## src/rtl/snd_mailbox_pkg.sv

```systemverilog
// Shared types and sizing helpers for the main/sound CPU mailbox.
// Optional status block is enabled with SNDMBX_STATUS_EN.
package snd_mailbox_pkg;

  localparam int DEF_WIDTH   = 8;
  localparam int DEF_DEPTH   = 4;
  localparam int DEF_NMI_GAP = 2;

  typedef enum logic [1:0] {
    ST_IDLE   = 2'd0,
    ST_ASSERT = 2'd1,
    ST_GAP    = 2'd2
  } nmi_state_e;

  function automatic int ptr_w(input int depth);
    return (depth < 2) ? 1 : $clog2(depth);
  endfunction

endpackage

```

## src/rtl/snd_mailbox_fifo.sv

```systemverilog
// One mailbox direction: strobe edge detect, holding latch and FWFT FIFO.
// SNDMBX_STATUS_EN adds occupancy count and sticky overflow/underflow flags.
module snd_mailbox_fifo
  import snd_mailbox_pkg::*;
#(
  parameter int WIDTH = DEF_WIDTH,
  parameter int DEPTH = DEF_DEPTH
) (
  input  logic             clk,
  input  logic             rst_b,
  input  logic [WIDTH-1:0] din,
  input  logic             wr_b,
  input  logic             rd_b,
  output logic [WIDTH-1:0] dout,
  output logic             full,
  output logic             empty,
  output logic             pop_ok
`ifdef SNDMBX_STATUS_EN
  ,
  input  logic                 stat_clr_b,
  output logic [ptr_w(DEPTH):0] count,
  output logic                 ovf,
  output logic                 unf
`endif
);

  localparam int PW = ptr_w(DEPTH);
  localparam int CW = PW + 1;

  logic             wr_prev_q, wr_prev_d, rd_prev_q, rd_prev_d;
  logic [WIDTH-1:0] hold_q, hold_d;
  logic [WIDTH-1:0] mem_q [DEPTH];
  logic [PW-1:0]    wr_ptr_q, wr_ptr_d, rd_ptr_q, rd_ptr_d;
  logic [CW-1:0]    count_q, count_d;
  logic [WIDTH-1:0] dout_q, dout_d;
  logic             push_req, pop_req, do_push, do_pop;

  // Operations commit on the strobe's deassert edge, like the old 374 latch.
  assign push_req = !wr_prev_q && wr_b;
  assign pop_req  = !rd_prev_q && rd_b;

  always_comb begin
    wr_prev_d = wr_b;
    rd_prev_d = rd_b;
    hold_d    = wr_b ? hold_q : din;
    do_pop    = pop_req && (count_q != '0);
    do_push   = push_req && ((count_q != CW'(DEPTH)) || do_pop);
    wr_ptr_d  = do_push ? wr_ptr_q + PW'(1) : wr_ptr_q;
    rd_ptr_d  = do_pop  ? rd_ptr_q + PW'(1) : rd_ptr_q;
    count_d   = count_q;
    if (do_push && !do_pop)      count_d = count_q + CW'(1);
    else if (do_pop && !do_push) count_d = count_q - CW'(1);
    dout_d = dout_q;
    // The new head may be the entry being written this very cycle.
    if (count_d != '0)
      dout_d = (do_push && (rd_ptr_d == wr_ptr_q)) ? hold_q : mem_q[rd_ptr_d];
  end

  always_ff @(posedge clk) begin
    hold_q <= hold_d;
    if (do_push) mem_q[wr_ptr_q] <= hold_q;
  end

  always_ff @(posedge clk or negedge rst_b) begin
    if (!rst_b) begin
      wr_prev_q <= 1'b1;
      rd_prev_q <= 1'b1;
      wr_ptr_q  <= '0;
      rd_ptr_q  <= '0;
      count_q   <= '0;
      dout_q    <= '0;
    end else begin
      wr_prev_q <= wr_prev_d;
      rd_prev_q <= rd_prev_d;
      wr_ptr_q  <= wr_ptr_d;
      rd_ptr_q  <= rd_ptr_d;
      count_q   <= count_d;
      dout_q    <= dout_d;
    end
  end

  assign dout   = dout_q;
  assign full   = (count_q == CW'(DEPTH));
  assign empty  = (count_q == '0);
  assign pop_ok = do_pop;

`ifdef SNDMBX_STATUS_EN
  logic ovf_q, ovf_d, unf_q, unf_d;

  // A new event in the same cycle as a clear keeps the flag set.
  always_comb begin
    ovf_d = stat_clr_b ? ovf_q : 1'b0;
    unf_d = stat_clr_b ? unf_q : 1'b0;
    if (push_req && !do_push) ovf_d = 1'b1;
    if (pop_req && !do_pop)   unf_d = 1'b1;
  end

  always_ff @(posedge clk or negedge rst_b) begin
    if (!rst_b) begin
      ovf_q <= 1'b0;
      unf_q <= 1'b0;
    end else begin
      ovf_q <= ovf_d;
      unf_q <= unf_d;
    end
  end

  assign count = count_q;
  assign ovf   = ovf_q;
  assign unf   = unf_q;
`endif

endmodule

```

## src/rtl/snd_mailbox.sv

```systemverilog
// Bidirectional 68k <-> 6502 mailbox: two FIFOs, sound NMI sequencer, 68k interrupt.
// Define SNDMBX_STATUS_EN to expose counts and sticky overflow/underflow status.
module snd_mailbox
  import snd_mailbox_pkg::*;
#(
  parameter int WIDTH   = DEF_WIDTH,
  parameter int DEPTH   = DEF_DEPTH,
  parameter int NMI_GAP = DEF_NMI_GAP
) (
  input  logic             clk,
  input  logic             rst_b,
  input  logic [WIDTH-1:0] main_din,
  input  logic             main_wr_b,
  input  logic             main_rd_b,
  output logic [WIDTH-1:0] main_dout,
  output logic             main_int_b,
  input  logic [WIDTH-1:0] snd_din,
  input  logic             snd_wr_b,
  input  logic             snd_rd_b,
  output logic [WIDTH-1:0] snd_dout,
  output logic             snd_nmi_b,
  output logic             m2s_full,
  output logic             m2s_empty,
  output logic             s2m_full,
  output logic             s2m_empty
`ifdef SNDMBX_STATUS_EN
  ,
  output logic [ptr_w(DEPTH):0] m2s_count,
  output logic [ptr_w(DEPTH):0] s2m_count,
  output logic                  m2s_ovf,
  output logic                  s2m_ovf,
  output logic                  m2s_unf,
  output logic                  s2m_unf,
  input  logic                  stat_clr_b
`endif
);

  localparam int GW = (NMI_GAP > 1) ? $clog2(NMI_GAP) : 1;
  localparam logic [GW-1:0] GAP_LAST = GW'(NMI_GAP - 1);

  logic [1:0]  rst_sync_q, rst_sync_d;
  logic        rst_int_b;
  logic        m2s_pop, s2m_pop_unused;
  logic        main_int_q, main_int_d;
  nmi_state_e  state_q;
  logic        nmi_b_q;
  logic [GW-1:0] gap_cnt_q;

  // Reset asserts asynchronously everywhere but releases two clocks later.
  always_comb begin
    rst_sync_d = {rst_sync_q[0], 1'b1};
    main_int_d = s2m_empty;
  end

  always_ff @(posedge clk or negedge rst_b) begin
    if (!rst_b) rst_sync_q <= 2'b00;
    else        rst_sync_q <= rst_sync_d;
  end

  assign rst_int_b = rst_sync_q[1];

  snd_mailbox_fifo #(.WIDTH(WIDTH), .DEPTH(DEPTH)) u_m2s (
    .clk(clk), .rst_b(rst_int_b), .din(main_din), .wr_b(main_wr_b), .rd_b(snd_rd_b),
    .dout(snd_dout), .full(m2s_full), .empty(m2s_empty), .pop_ok(m2s_pop)
`ifdef SNDMBX_STATUS_EN
    , .stat_clr_b(stat_clr_b), .count(m2s_count), .ovf(m2s_ovf), .unf(m2s_unf)
`endif
  );

  snd_mailbox_fifo #(.WIDTH(WIDTH), .DEPTH(DEPTH)) u_s2m (
    .clk(clk), .rst_b(rst_int_b), .din(snd_din), .wr_b(snd_wr_b), .rd_b(main_rd_b),
    .dout(main_dout), .full(s2m_full), .empty(s2m_empty), .pop_ok(s2m_pop_unused)
`ifdef SNDMBX_STATUS_EN
    , .stat_clr_b(stat_clr_b), .count(s2m_count), .ovf(s2m_ovf), .unf(s2m_unf)
`endif
  );

  always_ff @(posedge clk or negedge rst_int_b) begin
    if (!rst_int_b) main_int_q <= 1'b1;
    else            main_int_q <= main_int_d;
  end

  // Each queued byte gets its own NMI falling edge, separated by a forced-high gap.
  always_ff @(posedge clk or negedge rst_int_b) begin
    if (!rst_int_b) begin
      state_q   <= ST_IDLE;
      nmi_b_q   <= 1'b1;
      gap_cnt_q <= '0;
    end else begin
      case (state_q)
        ST_IDLE: begin
          if (!m2s_empty) begin
            state_q <= ST_ASSERT;
            nmi_b_q <= 1'b0;
          end
        end
        ST_ASSERT: begin
          if (m2s_pop || m2s_empty) begin
            state_q   <= ST_GAP;
            nmi_b_q   <= 1'b1;
            gap_cnt_q <= '0;
          end
        end
        ST_GAP: begin
          if (gap_cnt_q == GAP_LAST) begin
            state_q <= m2s_empty ? ST_IDLE : ST_ASSERT;
            nmi_b_q <= m2s_empty;
          end else begin
            gap_cnt_q <= gap_cnt_q + GW'(1);
          end
        end
        default: begin
          state_q <= ST_IDLE;
          nmi_b_q <= 1'b1;
        end
      endcase
    end
  end

  assign main_int_b = main_int_q;
  assign snd_nmi_b  = nmi_b_q;

endmodule

```

## config.mk

```make
export PLATFORM = sky130hd
export DESIGN_NAME = snd_mailbox
export DESIGN_NICKNAME = d
export VERILOG_FILES = /design/src/rtl/snd_mailbox_pkg.sv /design/src/rtl/snd_mailbox_fifo.sv /design/src/rtl/snd_mailbox.sv
export SDC_FILE = /design/constraint.sdc
export NUM_CORES = 1
export LEC_CHECK = 0
export BUFFER_PORTS_ARGS = -buffer_cell sky130_fd_sc_hd__buf_2
export CAP_MARGIN = 10
export CORE_UTILIZATION = 55
export CTS_BUF_LIST = sky130_fd_sc_hd__clkbuf_4 sky130_fd_sc_hd__clkbuf_8
export DETAILED_ROUTE_END_ITERATION = 10
export GPL_TIMING_DRIVEN = 0
export PLACE_DENSITY = 0.74
export SYNTH_ARGS = -nofsm -noshare
export SYNTH_HDL_FRONTEND = slang
export SYNTH_SLANG_ARGS = --single-unit
export TNS_END_PERCENT = 10
```

## constraint.sdc

```tcl
create_clock -name clk -period 4.4 [get_ports clk]
set_input_delay 1.32 -clock clk [delete_from_list [all_inputs] [get_ports clk]]
set_output_delay 1.32 -clock clk [all_outputs]
set_load 0.02 [all_outputs]
```

== Yosys cells after proc, flatten, opt, wreduce, memory -nomap -nowiden ==
Memories as Yosys holds them, arrays and structs flattened. A register that Yosys moved wholly into a read port is not among the register bits.
Index checks and enable logic that the tools add are counted.

* Memories: 2
* Latch bits: 0
* Logic and storage cells: 94
* Bits in registers: 41
* Memory bits (writable): 64
* Memory bits (read-only): 0
* Output and inout port bits: 22
* Input bits: 22

* Shift operators: 0
* Mux-type cells: 22
* $mul: 0
* Add/subtract/negate cells: 9
* Magnitude comparators: 0
* Equal/unequal tests: 9
* Reduce and logical (&&, ||, !) cells: 35
* Bitwise gates (word level): 0
* Divide/modulo/power cells: 0

{| class="wikitable"
|+ Memories
! memory !! words !! width !! read ports !! clocked after memory_dff !! wr ports !! line !! text
|-
| u_m2s.mem_q || 4 || 8 || 1 || 1 || 1 || snd_mailbox_fifo.sv:32 || <nowiki>logic [WIDTH-1:0] mem_q [DEPTH];</nowiki>
|-
| u_s2m.mem_q || 4 || 8 || 1 || 1 || 1 || snd_mailbox_fifo.sv:32 ||
|}

{| class="wikitable"
|+ Operators with widths
! kind !! count
|-
| $logic_and A1 B1 Y1 || 12
|-
| $mux W3 || 4
|-
| $reduce_bool A3 Y1 || 4
|-
| $logic_not A1 Y1 || 10
|-
| $mux W1 || 10
|-
| $mux W2 || 5
|-
| $add A2 B1 Y2 const B || 4
|-
| $add A3 B1 Y3 const B || 2
|-
| $eq A3 B3 Y1 const B || 2
|-
| $logic_not A3 Y1 || 2
|-
| $ne A2 B2 Y1 const B || 3
|-
| $ne A3 B3 Y1 const B || 2
|-
| $pmux W2 S3 || 1
|-
| $sub A3 B1 Y3 const B || 2
|-
| $logic_or A1 B1 Y1 || 3
|-
| $pmux W1 S3 || 1
|-
| $reduce_and A3 Y1 || 1
|-
| $eq A2 B1 Y1 const B || 1
|-
| $eq A2 B2 Y1 const B || 1
|-
| $logic_not A2 Y1 || 1
|-
| $pmux W1 S2 || 1
|-
| $reduce_and A2 Y1 || 1
|-
| $reduce_bool A2 Y1 || 1
|-
| $add A1 B1 Y1 const B || 1
|}

== Depth between registers and ports, before layout ==
Gate-level depths: netlist (run 1).

* Depth after elaboration: 10
* Gate-level depth with buffers: 11
* Gate-level depth less buffers: 9

== Cells and area by module ==
A second synthesis (run 1) with hierarchy kept.

* Cells, all modules: 493
* Area, all modules: 5977.0 um2

{| class="wikitable"
|+ By module, submodules not included
! module !! cells an instance !! sequential area each (um2) !! area each (um2) !! times used
|-
| snd_mailbox_fifo (u_m2s) || 244 || 1629.1 || 2917.8 || 1
|-
| snd_mailbox_fifo (u_s2m) || 227 || 1629.1 || 2791.4 || 1
|-
| snd_mailbox || 22 || 177.7 || 267.8 || 1
|}

== Least setup slack after synthesis (run 1) ==
No wires, ideal clock.

* Kind: input-to-reg
* Start: input port snd_rd_b
* End: register u_m2s.dout_q[0], in the netlist u_m2s.dout[0], read port of u_m2s.mem_q
* Cell stages on the path: 6
* Path buffers: 0
* Setup time: 128 ps
* Path slack: 1360 ps
* Arrival time: 2913 ps
* Required time: 4272 ps
* Cell sequence: and2b_2 > nand2_1 > or4_4 > a31oi_4 > mux2_1 > mux2_1

* Cells in the longest elaborated chain, start to end: 9
* Elaborated cells on any way between the ends: 12
* Classes of those cells: mux: 3; reduce/logical: 9

{| class="wikitable"
|+ RTL lines
! what !! line !! text
|-
| from (decl) || snd_mailbox.sv:19 || <nowiki>input logic snd_rd_b,</nowiki>
|-
| $logic_and A1 B1 Y1 (*) || snd_mailbox_fifo.sv:40 || <nowiki>assign pop_req = !rd_prev_q && rd_b;</nowiki>
|-
| $logic_and A1 B1 Y1 (*) || snd_mailbox_fifo.sv:46 || <nowiki>do_pop = pop_req && (count_q != '0);</nowiki>
|-
| $logic_or A1 B1 Y1 || snd_mailbox_fifo.sv:47 || <nowiki>do_push = push_req && ((count_q != CW'(DEPTH)) || do_pop);</nowiki>
|-
| $logic_and A1 B1 Y1 || snd_mailbox_fifo.sv:47 ||
|-
| $logic_not A1 Y1 || snd_mailbox_fifo.sv:52 || <nowiki>else if (do_pop && !do_push) count_d = count_q - CW'(1);</nowiki>
|-
| $logic_and A1 B1 Y1 || snd_mailbox_fifo.sv:52 ||
|-
| $mux W3 || snd_mailbox_fifo.sv:52 ||
|-
| $mux W3 || snd_mailbox_fifo.sv:51 || <nowiki>if (do_push && !do_pop) count_d = count_q + CW'(1);</nowiki>
|-
| $reduce_bool A3 Y1 || snd_mailbox_fifo.sv:55 || <nowiki>if (count_d != '0)</nowiki>
|-
| to (decl) || snd_mailbox_fifo.sv:35 || <nowiki>logic [WIDTH-1:0] dout_q, dout_d;</nowiki>
|}

Mark *: on every way between the ends. The rest lies on a longest branch, timed or not.
A chain may end at the register's enable or synchronous reset.

== Worst setup path in the final report (run 1) ==
* Start: register u_m2s.count_q[0]
* End: output port m2s_empty

* Cells in the longest elaborated chain, start to end: 1

{| class="wikitable"
|+ RTL lines
! what !! line !! text
|-
| from (decl) || snd_mailbox_fifo.sv:34 || <nowiki>logic [CW-1:0] count_q, count_d;</nowiki>
|-
| from (signal assigned) || snd_mailbox_fifo.sv:77 || <nowiki>count_q <= count_d;</nowiki>
|-
| $logic_not A3 Y1 || snd_mailbox_fifo.sv:84 || <nowiki>assign empty = (count_q == '0);</nowiki>
|-
| to (decl) || snd_mailbox.sv:23 || <nowiki>output logic m2s_empty,</nowiki>
|}

Every way passes these cells.

==> summary.txt, run 1 <==
Yosys
  • Mean area per synthesized cell: 12.9 sq um
  • Sequential cell area fraction in the yosys report: 0.593
  • Post-synth top area cell: edfxtp_1
  • Yosys warns: 0
  • Cells after synthesis: roughly 450
  • #FFs+latches synth: approximately 120
  • Post-synth top area share: 0.414
  • Async set-reset flop share out of synthesis: 0.339
  • Most frequent cell after synthesis: edfxtp_1
  • Synthesized Nets: 485
  • Prevailing post-synth register cell: edfxtp_1
  • Synth area leaders: edfxtp_1 (41%), dfrtp_1 (15%), o21ai_0 (3.7%), mux2i_1 (3.1%), mux2_1 (3.1%)
  • Top cells by count, synth: edfxtp_1 (80), o21ai_0 (43), dfrtp_1 (35)
  • EDFF count, synth: 80
  • Yosys cell types: 50
  • Mapped cell area: about 5800 sq um

Power and ir drop
  • Leak: around 2.6 nW
  • Pwr dens: approximately 700 nW/um^2
  • Sequential share of power: 0.367
  • Switching Share: 0.375
  • Max IR drop VDD: 0.324 mV
  • Clock share of power: 0.213
  • P_sw: between 0.0015 and 0.002 W
  • Internal power: around 0.0028 W
  • Logic pwr share: 0.420
  • Design Power: 0.00448 W

Timing
  • Final setup TNS: 0 ns
  • Period utilization: 0.797
  • Crit path time final: about 3.5 ns
  • RSZ-0062 raised after global routing: no
  • Slack of the critical path: 0.893 ns
  • Clk_skew: 0.0169 ns
  • Slew Viols, Final: 0
  • Final setup fails: 0
  • Worst slew pin tran: 0.892 ns
  • Hold Vio Cnt, Final: 0
  • Fmax: 285 MHz
  • Slew Limit Headroom: 0.405

Finish
  • Fraction of layout cells with a size suffix above 1: 0.245
  • Final Instance Area: 6570 sq um
  • Nets: roughly 550
  • Core Util, Final: 0.639
  • ANT cells: 0
  • Syn-to-layout area delta: 13.3%

Run status
  • Status: finished, final reports clean

Floorplan
  • IO Pins: between 40 and 50
  • Core area: about 10000 sq um
  • Full die area: 11000 sq um
  • Initial core utilization: 0.564
  • DIE HEIGHT: 105 um
  • Die extent in x: around 100 um
  • Site row count: 37

Routing
  • Via-to-Cell Ratio: 6.02
  • Wirelength per Cell: between 15 and 20 um
  • Total number of vias: 3967
  • Post-DRT Antenna Nets: 0
  • DRC: 0
  • DRT Wirelength: 12200 um
  • DRT iter0 DRCs: 239
  • Pre-Repair DR Iteration Count: 5

Critical path
  • Critical path class: reg2out
  • Critical path's slowest cell: dfrtp_1
  • WP buf/inv: 4
  • Worst path top cell family by delay: buffers and inverters
  • Req. time, crit path: 3.08 ns
  • CP Capture Type: primary output
  • Critical path cell sequence: inv_1, ha_1, nand2b_1, inv_2, clkbuf_1, buf_2
  • Crit start category: register
  • Crit-path max cell delay: 0.44 ns
  • Crit Path Max Fanout: 10
  • Crit path DAT: 2.19 ns

Global routing
  • GR Overflow Total: 0
  • Largest net degree at the start of global routing: 40
  • Vias in the first global route: 4141
  • First-pass GRT wire length: 20100 um
  • Initial antenna violation count: 0
  • Tot GR Track Use: 0.240

Clock tree
  • Clock Sinks: ~120
  • CTS buffer count: 17
  • Post-CTS sizing: 0
  • Clock Path Buffers: 2
  • CTS root buffer: clkbuf_8
  • Hold buffers post-CTS: 0
  • Clock Latency Late Sink: 0.44 ns
  • CTS H-tree depth: 4
  • Clk pin slew, worst setup/hold paths: 0.08 ns
  • CTS tree: built
  • Setup repair bufs after CTS: 0

Place
  • Placed inst area: 6180 sq um
  • Pre-CTS setup slack: 0.971 ns
  • Port Buf Inserts: 43
  • Detailed Place HPWL: about 8400 um
  • RePlAce Congestion: 0.915

Run
  • MaxCap Viol Count: 0

Hold path
  • HP Class: reg2reg
[cells by family after synthesis]
logic type                 Yosys count  synth area share
AOI/OAI and AO/OA                  130             0.153
xor gates and xnor gates            12            0.0181
adders and majority gates           14            0.0302
buffers and inverters               46            0.0363
DFF                                121             0.593
muxes                               52             0.102
other                                1          0.000647
and+or+nand+nor                     73            0.0673
[worst reg2reg max path, delay by kind of cell (launching register included)]
family,cells,cell delay (ns)
mux,2,0.70
flops,1,0.43
fa+ha+maj,1,0.25
buf+inv,1,0.09
simple gates,3,0.79
compound gates,1,0.36
[metrics by stage]
step / instances / hold slack [ns]
6_report: 659 / 0.355
5_1_grt: 659 / 0.381
4_1_cts: 659 / 0.359
3_5_place_dp: 628 / 0.343
3_3_place_gp: 628 / 0.336
2_1_floorplan: 449 / 0.331
[metal layers]
layer / GRT usage / part of all wire / vias up
li1: - / - / 1825
met1: 0.272 / 0.38 / 1933
met2: 0.415 / 0.53 / 186
met3: 0.0730 / 0.073 / 23
met4: 0.116 / 0.016 / 0
met5: 0 / 0 / -
[power groups by stage]
stage	clock network [W]	registers, W	logic (W)
after floorplan	0	0.00174	0.00130
after global routing	0.00102	0.00168	0.00203
after global placement	0	0.00165	0.00180
after detailed placement	0	0.00167	0.00187
final	0.000955	0.00165	0.00188
after CTS	0.000974	0.00165	0.00187
[layout by cell type, fill, tap and decap left out, types with 6 or more instances in the layout]
cell,n
dfrtp_1,34
and2_1,8
buf_2,52
inv_1,17
o211ai_1,18
xnor2_1,12
edfxtp_1,80
mux2_1,16
mux2_2,10
nor3_1,10
clkbuf_1,13
mux2i_1,18
a22oi_1,17
a31oi_1,16
dfstp_2,6
nand2_1,8
ha_1,14
o31ai_1,9
mux2_4,8
o21ai_0,43
nor2_1,26
a22o_1,8
clkbuf_8,17
[final cells by class]
cell class,instances,area (sq um)
inverter,19,71.3
clock buffer,20,256
timing repair buffer,43,215
clock inverter,11,126
tap,136,170
buffer,27,139
sequential,121,3440
fill,800,3710
multi-input combinational,282,2150
[flip-flops by register name (all words and copies together), names as in the netlist, 3 cells and up]
signal / count
u_m2s.mem_q: 32
u_s2m.count_q: 3
u_s2m.dout: 8
u_s2m.hold_q: 8
u_m2s.hold_q: 8
u_s2m.mem_q: 32
u_m2s.dout: 8
u_m2s.count_q: 3
[final timing paths]
kind                                       startpoint                        end  slack (ns)  cells past startpoint
setup / recovery           u_m2s.count_q[0]$_DFF_PN0_                  m2s_empty        0.89                      6
hold / removal                rst_sync_q[0]$_DFF_PN0_    rst_sync_q[1]$_DFF_PN0_        0.36                      0
hold reg to reg               rst_sync_q[0]$_DFF_PN0_    rst_sync_q[1]$_DFF_PN0_        0.36                      0
max in group asynchronous     rst_sync_q[1]$_DFF_PN0_  u_m2s.dout[3]$_DFFE_PN0P_        3.44                      0
setup reg to reg           u_m2s.count_q[0]$_DFF_PN0_  u_m2s.dout[0]$_DFFE_PN0P_        1.66                      8
min in group asynchronous     rst_sync_q[1]$_DFF_PN0_  u_m2s.dout[7]$_DFFE_PN0P_        0.40                      0
Note: power is estimated with default switching activity, not from simulation.
==> inputs of run 2 (changes only) <==
- PLACE_DENSITY: 0.74 -> 0.77
- clock period: 4.4 -> 3.2 ns (I/O delays scaled with it)
==> run 2 against run 1 <==
First-iteration DRC count increased by 2.5%; final cell count decreased by 0.15%; sequential cell count unchanged; non-clock buffer count decreased by 1; largest power group unchanged.
==> summary.txt, run 2 (synthesis results as in run 1) <==
Finish
  • Fill count: 785 (-1.9%)
  • Reg area: 3440 sq um (unchanged)
  • Fraction of layout cells with a size suffix above 1: 0.238 (-0.00719)
  • Syn-to-layout area delta: 13.6%
  • Biggest regs: u_m2s.mem_q: 32 flops, u_s2m.mem_q: 32 flops
  • Multi-input gate area: 2150 sq um (unchanged)
  • ANT cells: 0 (unchanged)
  • Commonest non-fill, non-tap cell in the layout: edfxtp_1
  • Commonest cells after routing, fill and taps aside: edfxtp_1 (80), buf_2 (52), o21ai_0 (43)
  • Nets: 546 (-0.18%)
  • Core Util, Final: 0.641 (+0.00183)

Timing
  • Clk_skew: 0.0115 ns (-0.00540 ns)
  • RSZ-0062 raised after global routing: no
  • Period utilization: 0.912
  • Worst slew pin tran: 0.940 ns (+0.0473 ns)
  • Slew Limit Headroom: 0.374 (-0.0316)
  • Final setup TNS: 0 ns (unchanged)
  • Fmax: 343 MHz
  • Hold Vio Cnt, Final: 0 (unchanged)
  • Crit path time final: 2.92 ns
  • Final setup fails: 0 (unchanged)
  • Slew Viols, Final: 0 (unchanged)

Run
  • MaxCap Viol Count: 0 (unchanged)

Global routing
  • Tot GR Track Use: 0.244 (+0.00350)
  • GR Overflow Total: 0 (unchanged)
  • Initial antenna violation count: 0 (unchanged)
  • First-pass GRT wire length: 20200 um (+0.45%)
  • Largest net degree at the start of global routing: 40 (unchanged)
  • Vias in the first global route: 4125 (-0.39%)

Power and ir drop
  • Pwr dens: 954 nW/um^2 (+40%)
  • Leak: 2.57 nW (+0.62%)
  • Logic pwr share: 0.410 (-0.010)
  • Internal power: 0.00398 W (+42%)
  • Sequential share of power: 0.362 (-0.005)
  • Switching Share: 0.366 (-0.00889)
  • Clock share of power: 0.228 (+0.015)
  • P_sw: 0.00230 W (+37%)
  • Max IR drop VDD: 0.508 mV (+57%)

Critical path
  • Req. time, crit path: 2.24 ns (-0.84 ns)
  • Critical path class: reg2out
  • Crit-path most repeated cell: buf_2
  • Crit Path Max Fanout: 11 (+1)
  • Crit start category: register
  • Crit-path max cell delay: 0.43 ns (about the same)
  • Critical path cell sequence: inv_1, ha_1, nand2b_2, inv_2, buf_6, buf_2, buf_2
  • Crit path DAT: 1.96 ns (-0.23 ns)
  • CP Capture Type: primary output
  • Critical path's slowest cell: dfrtp_1

Run status
  • Status: finished, final reports clean

Routing
  • Routed wl met2: 6320 um (-2.8%)
  • DR WL met3: 1060 um (+19%)
  • DRT Wirelength: 12700 um (+4.0%)
  • Post-DRT Antenna Nets: 0 (unchanged)
  • DRC: 0 (unchanged)
  • Pre-Repair DR Iteration Count: 5 (unchanged)
  • DRT iter0 DRCs: 245 (+2.5%)
  • Wirelength per Cell: 19.4 um (+4.2%)
  • Post-Route M1 WL: 5010 um (+7.8%)
  • Via-to-Cell Ratio: 6.12 (+1.7%)
  • Top routing layer used: met4
  • Total number of vias: 4029 (+1.6%)

Clock tree
  • CTS buffer count: 17 (unchanged)
  • CTS tree: built
  • Clock Sinks: 121 (unchanged)
  • CTS H-tree depth: 4 (unchanged)
  • CTS root buffer: clkbuf_8
  • Post-CTS sizing: 0 (unchanged)
  • Clock Latency Late Sink: 0.43 ns (about the same)
  • Setup repair bufs after CTS: 0 (unchanged)
  • Clock Path Buffers: 2 (unchanged)
  • Clk pin slew, worst setup/hold paths: 0.07 ns (about the same)
  • Hold buffers post-CTS: 0 (unchanged)

Floorplan
  • DIE HEIGHT: 105 um (unchanged)
  • Core area: 10300 sq um (unchanged)
  • Full die area: 11000 sq um (unchanged)
  • Die extent in x: 105 um (unchanged)
  • IO Pins: 44 (unchanged)
  • Initial core utilization: 0.564 (unchanged)
  • Site row count: 37 (unchanged)

Place
  • Port Buf Inserts: 43 (unchanged)
  • RePlAce Congestion: 0.856 (-6.4%)
  • Detailed Place HPWL: 8340 um (-0.22%)

Hold path
  • HP Class: in2async
==> run 2: cell type report <==
class,count,area share
Buffer,26,0.0205
Clock buffer,19,0.0378
Clock inverter,12,0.0237
Inverter,19,0.0108
Multi-Input combinational cell,282,0.327
Sequential cell,121,0.522
Tap cell,136,0.0258
Timing Repair Buffer,43,0.0327
==> run 2: metal layers <==
layer,GRT usage,vias to the layer above
li1,-,1817
met1,0.283,1964
met2,0.405,213
met3,0.0786,35
met4,0.126,0
met5,0,-
==> run 2: path summary, 6_finish.rpt <==
path	start	endpoint	slack, ns	depth (start not counted)
max in group asynchronous	rst_sync_q[1]$_DFF_PN0_	u_s2m.dout[3]$_DFFE_PN0P_	2.20	0
worst max-delay path	u_s2m.count_q[0]$_DFF_PN0_	s2m_empty	0.28	7
worst min register to register	rst_sync_q[0]$_DFF_PN0_	rst_sync_q[1]$_DFF_PN0_	0.35	0
worst min-delay path	rst_b	rst_sync_q[0]$_DFF_PN0_	0.31	1
worst max register to register	u_m2s.count_q[0]$_DFF_PN0_	u_m2s.dout[6]$_DFFE_PN0P_	0.46	9
min in group clk	rst_sync_q[0]$_DFF_PN0_	rst_sync_q[1]$_DFF_PN0_	0.35	0
==> run 2: power by group through the flow <==
stage / clock network, W / logic (W) / registers, W
after floorplan: 0 / 0.00179 / 0.00239
after CTS: 0.00144 / 0.00256 / 0.00227
after global placement: 0 / 0.00246 / 0.00227
final: 0.00143 / 0.00258 / 0.00227
after detailed placement: 0 / 0.00255 / 0.00230
after global routing: 0.00151 / 0.00281 / 0.00231
==> run 2: worst max-delay path: cells and delay by family, from the launching register on <==
kind | cells | cell delay, ns
adder cells (fa/ha/maj) | 1 | 0.21
buffers and inverters | 5 | 0.81
flip-flops | 1 | 0.43
AND/OR/NAND/NOR | 1 | 0.08
==> run 2: through the flow <==
step	hold WS [ns]	worst slack [ns]	power, W	instance area (sq um)	cells
6_report	0.306	0.282	0.00628	6590	658
5_1_grt	0.280	0.134	0.00663	6590	658
4_1_cts	0.283	0.120	0.00628	6590	659
3_5_place_dp	0.340	0.100	0.00485	6180	628
3_3_place_gp	0.337	0.124	0.00473	6180	628
2_1_floorplan	0.331	0.520	0.00417	5800	449
